[src/rtl/cci_test_flow_pkg.sv]
// Shared types and defaults for the CCI-P test flow-control scheduler.
package cci_test_flow_pkg;

  localparam int MAX_ACTIVE_LINES_DEF = 512;
  localparam int CNT_W_DEF            = $clog2(MAX_ACTIVE_LINES_DEF) + 1;
  localparam int SLACK_LINES_DEF      = 16;

  typedef logic [CNT_W_DEF-1:0] t_active_cnt;

  typedef enum logic [1:0] {
    ST_RUN   = 2'd0,
    ST_DRAIN = 2'd1,
    ST_DONE  = 2'd2
  } t_flow_state;

endpackage

[src/rtl/cci_test_flow_throttle.sv]
// Duty-cycle throttle: free-running phase counter, thr high for the first
// on_cycles of every period.
module cci_test_flow_throttle #(
  parameter int THROTTLE_BITS = 8
) (
  input  logic                     clk,
  input  logic                     reset,
  input  logic [THROTTLE_BITS-1:0] period,
  input  logic [THROTTLE_BITS-1:0] on_cycles,
  output logic                     thr
);

  logic [THROTTLE_BITS-1:0] phase_q, phase_d;
  logic [THROTTLE_BITS:0]   phase_inc;

  // Wrap on >= so a period lowered below the current phase recovers at once.
  always_comb begin
    phase_inc = {1'b0, phase_q} + (THROTTLE_BITS+1)'(1);
    phase_d   = phase_q;
    if (period == '0) begin
      phase_d = '0;
    end else if (phase_inc >= {1'b0, period}) begin
      phase_d = '0;
    end else begin
      phase_d = phase_inc[THROTTLE_BITS-1:0];
    end
  end

  always_ff @(posedge clk) begin
    if (reset) begin
      phase_q <= '0;
    end else begin
      phase_q <= phase_d;
    end
  end

  assign thr = (period != '0) && (phase_q < on_cycles);

endmodule

[src/rtl/cci_test_flow_ctrl.sv]
// Drives forced almost-full on c0/c1 from line limits, a duty-cycle throttle
// and a drain handshake; counts cycles spent with either channel forced.
module cci_test_flow_ctrl
  import cci_test_flow_pkg::*;
#(
  parameter int          MAX_ACTIVE_LINES = MAX_ACTIVE_LINES_DEF,
  parameter int          CNT_W            = $clog2(MAX_ACTIVE_LINES) + 1,
  parameter int          SLACK_LINES      = SLACK_LINES_DEF,
  parameter int          THROTTLE_BITS    = 8,
  parameter logic [31:0] STAT_INIT        = 32'd0
) (
  input  logic                     clk,
  input  logic                     reset,
  input  logic                     cfg_enable,
  input  logic [CNT_W-1:0]         cfg_c0_max_lines,
  input  logic [CNT_W-1:0]         cfg_c1_max_lines,
  input  logic [THROTTLE_BITS-1:0] cfg_throttle_period,
  input  logic [THROTTLE_BITS-1:0] cfg_throttle_on,
  input  logic                     drain_req,
  output logic                     drain_done,
  input  logic [CNT_W-1:0]         c0ActiveLines,
  input  logic [CNT_W-1:0]         c1ActiveLines,
  output logic                     c0ForceAlmFull,
  output logic                     c1ForceAlmFull,
  output logic [31:0]              throttle_cycles
);

  t_flow_state state_q, state_d;
  logic        zero_seen_q, zero_seen_d;
  logic        c0_force_q, c0_force_d;
  logic        c1_force_q, c1_force_d;
  logic        drain_done_q, drain_done_d;
  logic [31:0] throttle_cycles_q, throttle_cycles_d;
  logic        thr, lim_c0, lim_c1, lines_zero;
  logic [CNT_W:0] c0_sum, c1_sum;

  cci_test_flow_throttle #(.THROTTLE_BITS(THROTTLE_BITS)) u_thr (
    .clk       (clk),
    .reset     (reset),
    .period    (cfg_throttle_period),
    .on_cycles (cfg_throttle_on),
    .thr       (thr)
  );

  // One extra bit so ActiveLines + slack can never wrap below the limit.
  always_comb begin
    c0_sum = {1'b0, c0ActiveLines} + (CNT_W+1)'(SLACK_LINES);
    c1_sum = {1'b0, c1ActiveLines} + (CNT_W+1)'(SLACK_LINES);
    lim_c0 = cfg_enable && (cfg_c0_max_lines != '0) && (c0_sum >= {1'b0, cfg_c0_max_lines});
    lim_c1 = cfg_enable && (cfg_c1_max_lines != '0) && (c1_sum >= {1'b0, cfg_c1_max_lines});
  end

  // Two consecutive zero samples in ST_DRAIN are required to ride out tracker lag.
  always_comb begin
    state_d     = state_q;
    zero_seen_d = 1'b0;
    lines_zero  = (c0ActiveLines == '0) && (c1ActiveLines == '0);
    unique case (state_q)
      ST_RUN:   if (drain_req) state_d = ST_DRAIN;
      ST_DRAIN: begin
        if (!drain_req) begin
          state_d = ST_RUN;
        end else if (lines_zero) begin
          if (zero_seen_q) state_d = ST_DONE;
          else zero_seen_d = 1'b1;
        end
      end
      ST_DONE:  if (!drain_req) state_d = ST_RUN;
      default:  state_d = ST_RUN;
    endcase
  end

  // Forces key off the next state so a drain request takes effect one cycle later.
  always_comb begin
    c0_force_d        = (state_d != ST_RUN) || thr || lim_c0;
    c1_force_d        = (state_d != ST_RUN) || thr || lim_c1;
    drain_done_d      = (state_d == ST_DONE);
    throttle_cycles_d = throttle_cycles_q;
    if ((c0_force_q || c1_force_q) && (throttle_cycles_q != 32'hFFFF_FFFF)) begin
      throttle_cycles_d = throttle_cycles_q + 32'd1;
    end
  end

  always_ff @(posedge clk) begin
    if (reset) begin
      state_q           <= ST_RUN;
      zero_seen_q       <= 1'b0;
      c0_force_q        <= 1'b0;
      c1_force_q        <= 1'b0;
      drain_done_q      <= 1'b0;
      throttle_cycles_q <= STAT_INIT;
    end else begin
      state_q           <= state_d;
      zero_seen_q       <= zero_seen_d;
      c0_force_q        <= c0_force_d;
      c1_force_q        <= c1_force_d;
      drain_done_q      <= drain_done_d;
      throttle_cycles_q <= throttle_cycles_d;
    end
  end

  assign c0ForceAlmFull  = c0_force_q;
  assign c1ForceAlmFull  = c1_force_q;
  assign drain_done      = drain_done_q;
  assign throttle_cycles = throttle_cycles_q;

endmodule
[config.mk]
export PLATFORM = sky130hd
export DESIGN_NAME = cci_test_flow_ctrl
export DESIGN_NICKNAME = d
export VERILOG_FILES = /design/src/rtl/cci_test_flow_pkg.sv /design/src/rtl/cci_test_flow_throttle.sv /design/src/rtl/cci_test_flow_ctrl.sv
export SDC_FILE = /design/constraint.sdc
export NUM_CORES = 1
export LEC_CHECK = 0
export ABC_AREA = 1
export CORE_UTILIZATION = 30
export DETAILED_ROUTE_END_ITERATION = 10
export PLACE_DENSITY = 0.58
export SYNTH_ARGS = -nofsm -noshare
export SYNTH_HDL_FRONTEND = slang
export SYNTH_HIERARCHICAL = 1
export SYNTH_SLANG_ARGS = --single-unit
[constraint.sdc]
create_clock -name clk -period 2.6 [get_ports clk]
set_input_delay 0.26 -clock clk [delete_from_list [all_inputs] [get_ports clk]]
set_output_delay 0.26 -clock clk [all_outputs]
set_load 0.01 [all_outputs]
==> metrics.log <==
INFO  metric globalRoute.totalOverflow = 0
INFO  metric async_s_r_ff_share_synth = 0
INFO  metric final_setup_violation_count = 0
INFO  metric initial_core_util = 0.313
INFO  metric final.period_utilization = 0.796
INFO  metric htree_num_levels = 2
INFO  metric critical_path_arrival = 2250 ps
INFO  metric min_path_cells = 1
INFO  metric flow.area_growth_from_synthesis = 31.7%
INFO  metric clk-insertion-delay-late = 300 ps
INFO  metric finalHoldViolCount = 0
INFO  metric detail_route.vias_per_cell = between 4 and 5
INFO  metric synth.cell_area = between 0.004 and 0.005 sq mm
INFO  metric synth_ff_type = sky130_fd_sc_hd__dfxtp_1
INFO  metric core_area = 0.0128 sq mm
INFO  metric dp_worst_setup_slack = 217 ps
INFO  metric synth_largest_type_area_fraction = 0.229
INFO  metric synthMostInstantiatedCell = sky130_fd_sc_hd__nand2_1
INFO  metric clock_skew = 12.6 ps
INFO  metric fmaxAchievable = 483 MHz
INFO  metric wirelength = 10.9 mm
INFO  metric globalRouteMet1Util = 0.204
INFO  metric globalRouteMet3Util = 0.0276
INFO  metric number_of_global_route_vias_before_repair = 4034
INFO  metric worst_setup_sp_type = primary input
INFO  metric unrepaired_setup_endpoints_after_global_routing = no
INFO  metric synth_nets = between 700 and 800
INFO  metric timing.slew.headroom = 0.701
INFO  metric global_route_wire_length_before_repair = 18.4 mm
INFO  metric avgSynthCellArea = between 6 and 7 sq um
INFO  metric fillCellCount = 1405
INFO  metric synthesized_instance_count = 646
INFO  metric synthTopCellsByArea = sky130_fd_sc_hd__dfxtp_1, sky130_fd_sc_hd__nand2_1, sky130_fd_sc_hd__ha_1
INFO  metric tightest_slew = 447 ps
INFO  metric grt.busiest_layer = met2
INFO  metric setup_tns = 0 ps
INFO  metric cts_tree = done
INFO  metric globalRouteTotalUtil = 0.161
INFO  metric die_area = 0.0139 sq mm
INFO  metric drt.antenna.violating_nets = 0
INFO  metric grt_use_met2 = 0.280
INFO  metric synth.ff_latch_count = 46
INFO  metric route.detailed.drc = 0
INFO  metric num-nets-final = 844
INFO  metric holdCritPathClass = reg -> reg
INFO  metric critical_path.endpoint_type = flip-flop
INFO  metric worst-path-max-fanout = 5
INFO  metric cts_buf_count = 5
INFO  metric cts-root-buf = sky130_fd_sc_hd__clkbuf_16
INFO  metric yosysWarningCount = 6
INFO  metric die_w = 118 um
INFO  metric crit_type = in -> reg
INFO  metric outcome = completed
INFO  metric final.min_clock_period = 2070 ps
INFO  metric globalplace.congestion = 0.912
INFO  metric ff2ff_setup_slack = 550 ps
INFO  metric post_cts.repair.setup_buffers = 0
INFO  metric max_cap_violations = 0
INFO  metric die_height = 118 um
INFO  metric finalWorstSetupSlack = 531 ps
INFO  metric dr.first_iter.drc_count = ~170
INFO  metric io_pins = 95
INFO  metric antenna_diode_instance_count = 0
INFO  metric cts.repair.resized = 0
INFO  metric detail_route.first_pass.iterations = 4
INFO  metric synth_cell_type_count = 32
INFO  metric synth_sequential_area_ratio = 0.229
INFO  metric hold_buffers = 0
INFO  metric num_vias = approximately 4200
INFO  metric share_of_layout_cells_above_drive_strength_1 = 0.0444
INFO  metric reg2reg_depth = 11
INFO  metric ctsLongestPathBuffers = 2
INFO  metric dp.final_hpwl = 9.03 mm
INFO  metric grt_antenna_before_repair = 0
INFO  metric grt_max_degree = 27
INFO  metric final-max-slew-violation-count = 0
INFO  metric rows = 41
INFO  metric edff_count_synth = 0
INFO  metric vdd_drop_max = 0.000266 V
INFO  metric worst-endpoint-required = 2780 ps
INFO  metric synth_top_cell_by_area = sky130_fd_sc_hd__dfxtp_1
INFO  metric synth_commonest_cells = sky130_fd_sc_hd__nand2_1, sky130_fd_sc_hd__inv_1, sky130_fd_sc_hd__nor2_1
INFO  metric buffer_ports.inserted = 94
INFO  metric clock_sink_count = 46
INFO  metric routed_wire_length_per_instance = between 10 and 15 um
INFO  metric cellLeakagePower = 2.32 nW
INFO  metric cts.reportedPaths.clkPinSlew = approximately 60 ps
INFO  metric power_per_cell_area = 333 mW/mm^2
-- per-layer routing --
| layer | vias up | part of all wire |
|---|---|---|
| met3 | 8 | 0.041 |
| met1 | 1840 | 0.48 |
| li1 | 2239 | - |
| met5 | - | 0 |
| met4 | 0 | 0.010 |
| met2 | 88 | 0.46 |
-- worst max-delay path, stage by stage --
cell                              delay (ps)
sky130_fd_sc_hd__clkdlybuf4s50_1         510
sky130_fd_sc_hd__ha_1                    260
sky130_fd_sc_hd__nand3_1                 110
sky130_fd_sc_hd__xor2_1                  140
sky130_fd_sc_hd__inv_1                    60
sky130_fd_sc_hd__ha_1                    300
sky130_fd_sc_hd__a21o_1                  190
sky130_fd_sc_hd__nand3_1                  70
sky130_fd_sc_hd__nand2_1                  60
sky130_fd_sc_hd__nor2_1                   90
sky130_fd_sc_hd__nand3_1                  70
sky130_fd_sc_hd__nand2_1                  60
sky130_fd_sc_hd__a21oi_1                  50
-- report_power, final --
part	total [mW]	switching [mW]	internal, mW
clock network	0.667	0.307	0.360
logic	0.365	0.183	0.182
registers	0.729	0.0126	0.716
total	1.76	0.502	1.26
-- cells by family (layout without fill, tap and decap cells) --
family	Yosys count	after routing	synth area share
flops	46	46	0.229
compound gates	59	59	0.0766
xor+xnor	25	25	0.0545
fa+ha+maj	41	41	0.128
simple gates	358	358	0.393
buf+inv	117	215	0.119
-- metrics by stage --
step	area, sq um	hold WS (ps)	cells	util	power (mW)
floorplan	4020	398	646	-	0.949
global placement	5140	412	908	0.401	1.11
detailed placement	5140	417	908	0.401	1.11
CTS	5290	426	916	0.412	1.78
global route	5290	457	916	0.412	1.85
finish	5290	420	916	0.412	1.76
-- worst paths after layout --
| path | start | end |
|---|---|---|
| setup / recovery | c0ActiveLines[4] | c0ForceAlmFull$_SDFF_PP0_ |
| hold / removal | zero_seen_q$_SDFF_PP0_ | zero_seen_q$_SDFF_PP0_ |
| setup reg to reg | u_thr/phase_q[0]$_SDFF_PP0_ | u_thr/phase_q[1]$_SDFF_PP0_ |
| hold reg to reg | zero_seen_q$_SDFF_PP0_ | zero_seen_q$_SDFF_PP0_ |
-- state kept, by name, summed over array words and instances, names as in the netlist --
name	flops
throttle_cycles	32
u_thr/phase_q	8
state_q	2
c0ForceAlmFull	1
c1ForceAlmFull	1
drain_done	1
zero_seen_q	1
-- layout by cell type (no fill, tap or decap), drive strengths merged, types with 19 or more instances in the layout --
| master | instances |
|---|---|
| a21oi | 46 |
| clkdlybuf4s50 | 94 |
| dfxtp | 46 |
| ha | 41 |
| inv | 109 |
| nand2 | 188 |
| nand3 | 35 |
| nand4 | 19 |
| nor2 | 84 |
| xor2 | 21 |
-- area by class of cell --
class,instances,area (sq um),share of cell area
clock buffers,5,125,0.0237
clock inverters,3,23.8,0.00450
inverters,108,405,0.0767
multi-input cells,483,2620,0.495
flip-flops and latches,46,921,0.174
well taps,172,215,0.0407
repair buffers,99,978,0.185
Note: power is estimated with default switching activity, not from simulation.
==> patch, RTL diff (same flow settings) <==
`THROTTLE_BITS` is set to 8 in 2 places; all go to 7.
--- a/src/rtl/cci_test_flow_throttle.sv
+++ b/src/rtl/cci_test_flow_throttle.sv
@@ -1,7 +1,7 @@
 // Duty-cycle throttle: free-running phase counter, thr high for the first
 // on_cycles of every period.
 module cci_test_flow_throttle #(
-  parameter int THROTTLE_BITS = 8
+  parameter int THROTTLE_BITS = 7
 ) (
   input  logic                     clk,
   input  logic                     reset,
--- a/src/rtl/cci_test_flow_ctrl.sv
+++ b/src/rtl/cci_test_flow_ctrl.sv
@@ -6,7 +6,7 @@
   parameter int          MAX_ACTIVE_LINES = MAX_ACTIVE_LINES_DEF,
   parameter int          CNT_W            = $clog2(MAX_ACTIVE_LINES) + 1,
   parameter int          SLACK_LINES      = SLACK_LINES_DEF,
-  parameter int          THROTTLE_BITS    = 8,
+  parameter int          THROTTLE_BITS    = 7,
   parameter logic [31:0] STAT_INIT        = 32'd0
 ) (
   input  logic                     clk,
Interface: changed (resized cfg_throttle_on and cfg_throttle_period); port bits go from 95 to 93. No check against the original RTL was run, so the function may have changed too.
==> patch against the unedited design <==
Sequential cell count is 1 lower; largest power group unchanged; worst hold slack worse by 0.0028 ns; die area is 2.7% lower; critical endpoint unchanged; area after synthesis is 2.8% lower; clock power is 2% lower; routed wire length is 2.4% lower; via count is 1.4% lower; fmax is 1.7% lower; setup slack worse by 0.037 ns; utilization is 0.67 points lower; cell area is 2.8% lower; power is 1.1% lower.
==> patch: results (changes against the unedited design) <==
| Metric | Value |
|---|---|
| Seq/Total Area, Yosys | 0.231 (+0.00141) |
| Critical path startpoint | c0ActiveLines[4] |
| Tot GR Track Use | 0.165 (+0.00379) |
| Post-Synth Adder-Cell Area | 0.125 (-0.00277) |
| WHS Path Cells | 1 (unchanged) |
| Non-clk bufs | 95 (-4.0%) |
| Final nets | 822 (-2.6%) |
| Most instantiated cells after synthesis | nand2_1 (183), inv_1 (99), nor2_1 (84) |
| Port buffer count | 92 (-2.1%) |
| Worst reg2reg endpoint | throttle_cycles[9] |
| Comb power frac | 0.215 (+0.008) |
| Seq area share | 0.175 (+0.00115) |
| Top cells by area, synth | dfxtp_1 (23%), nand2_1 (18%), ha_1 (12%), inv_1 (9.5%), nor2_1 (8.1%) |
| #MultiIn Comb | 476 (-1.4%) |
| Largest net degree at the start of global routing | 28 (+3.7%) |
| Reg2Reg Depth | 10 (-1) |
| Syn Nets | 729 (-2.4%) |
| Synth Area in XOR/XNOR | 0.0561 (+0.00155) |
| Reg2Reg Setup Slack | 0.59 ns (+0.04 ns) |
| Vias in the first global route | 3825 (-5.2%) |
| Worst Skew | 0.00911 ns (-0.00349 ns) |
| Pint | 1.24 mW (-1.3%) |
| Area occupied by multi-input gates | 2550 um2 (-2.6%) |
| Synth Register Bits | 45 (-2.2%) |
| DRT Pass-1 Iters | 5 (+1) |
| Main synth FF type | dfxtp_1 |
| Max VDD drop | 208 uV (-22%) |
| Rel. slew slack | 0.685 (-0.0158) |
| GPL Wtd Cong | 0.885 (-3.0%) |
| Fillers | 1390 (-1.1%) |
| Netlist cell types | 28 (-13%) |
| Via count | 4118 (-1.4%) |
| First DRT Iteration DRCs | 224 (+34%) |
| Non-clk buf share | 0.184 (-0.00146) |
| Reg power frac | 0.410 (-0.004) |
| DP HPWL | 8.82 mm (-2.3%) |
| Nonclk inv count | 102 (-5.6%) |
| Share of cells above drive strength 1 | 0.0372 (-0.00716) |
| Compound-Gate Fraction of Synth Area | 0.0743 (-0.00230) |
| Fin Hold WS | 0.417 ns (-0.00282 ns) |
| Leakage | 2.28 nW (-1.7%) |
| Worst r2r src | throttle_cycles[1] |
| Status | finished, final reports clean |
| Post-Route WL | 10.6 mm (-2.4%) |
| Clock-cell share | 0.0285 (+0.000329) |
patch: changes by cell type in the layout (fill, tap and decap cells not counted), sizes merged, moves of 2 or more:
cell / change
inv: -6
nor2: +3
buf: -2
clkdlybuf4s50: -2
ha: -2
nand3: -2
o21ai: -2
patch: critical path: cells and delay by family:
family                     cells  cell delay, ns
AOI/OAI and AO/OA              2            0.24
xor gates and xnor gates       1            0.15
adders and majority gates      2            0.57
buffers and inverters          2            0.58
and+or+nand+nor                6            0.47
patch: through the flow:
step                power, mW  worst slack [ns]  instance area, um2  cells   util
floorplan               0.943             0.866                3910    632      -
CTS                      1.77             0.491                5140    898  0.406
detailed placement       1.11             0.196                4990    890  0.394
global route             1.85             0.261                5140    898  0.406
global placement         1.10             0.267                4990    890  0.394
finish                   1.74             0.494                5140    898  0.406
patch: metal layers:
layer | GRT usage | share of wire
met2 | 0.285 | 0.47
met3 | 0.0265 | 0.046
met1 | 0.215 | 0.48
met4 | 0.0350 | 0.0085
met5 | 0 | 0
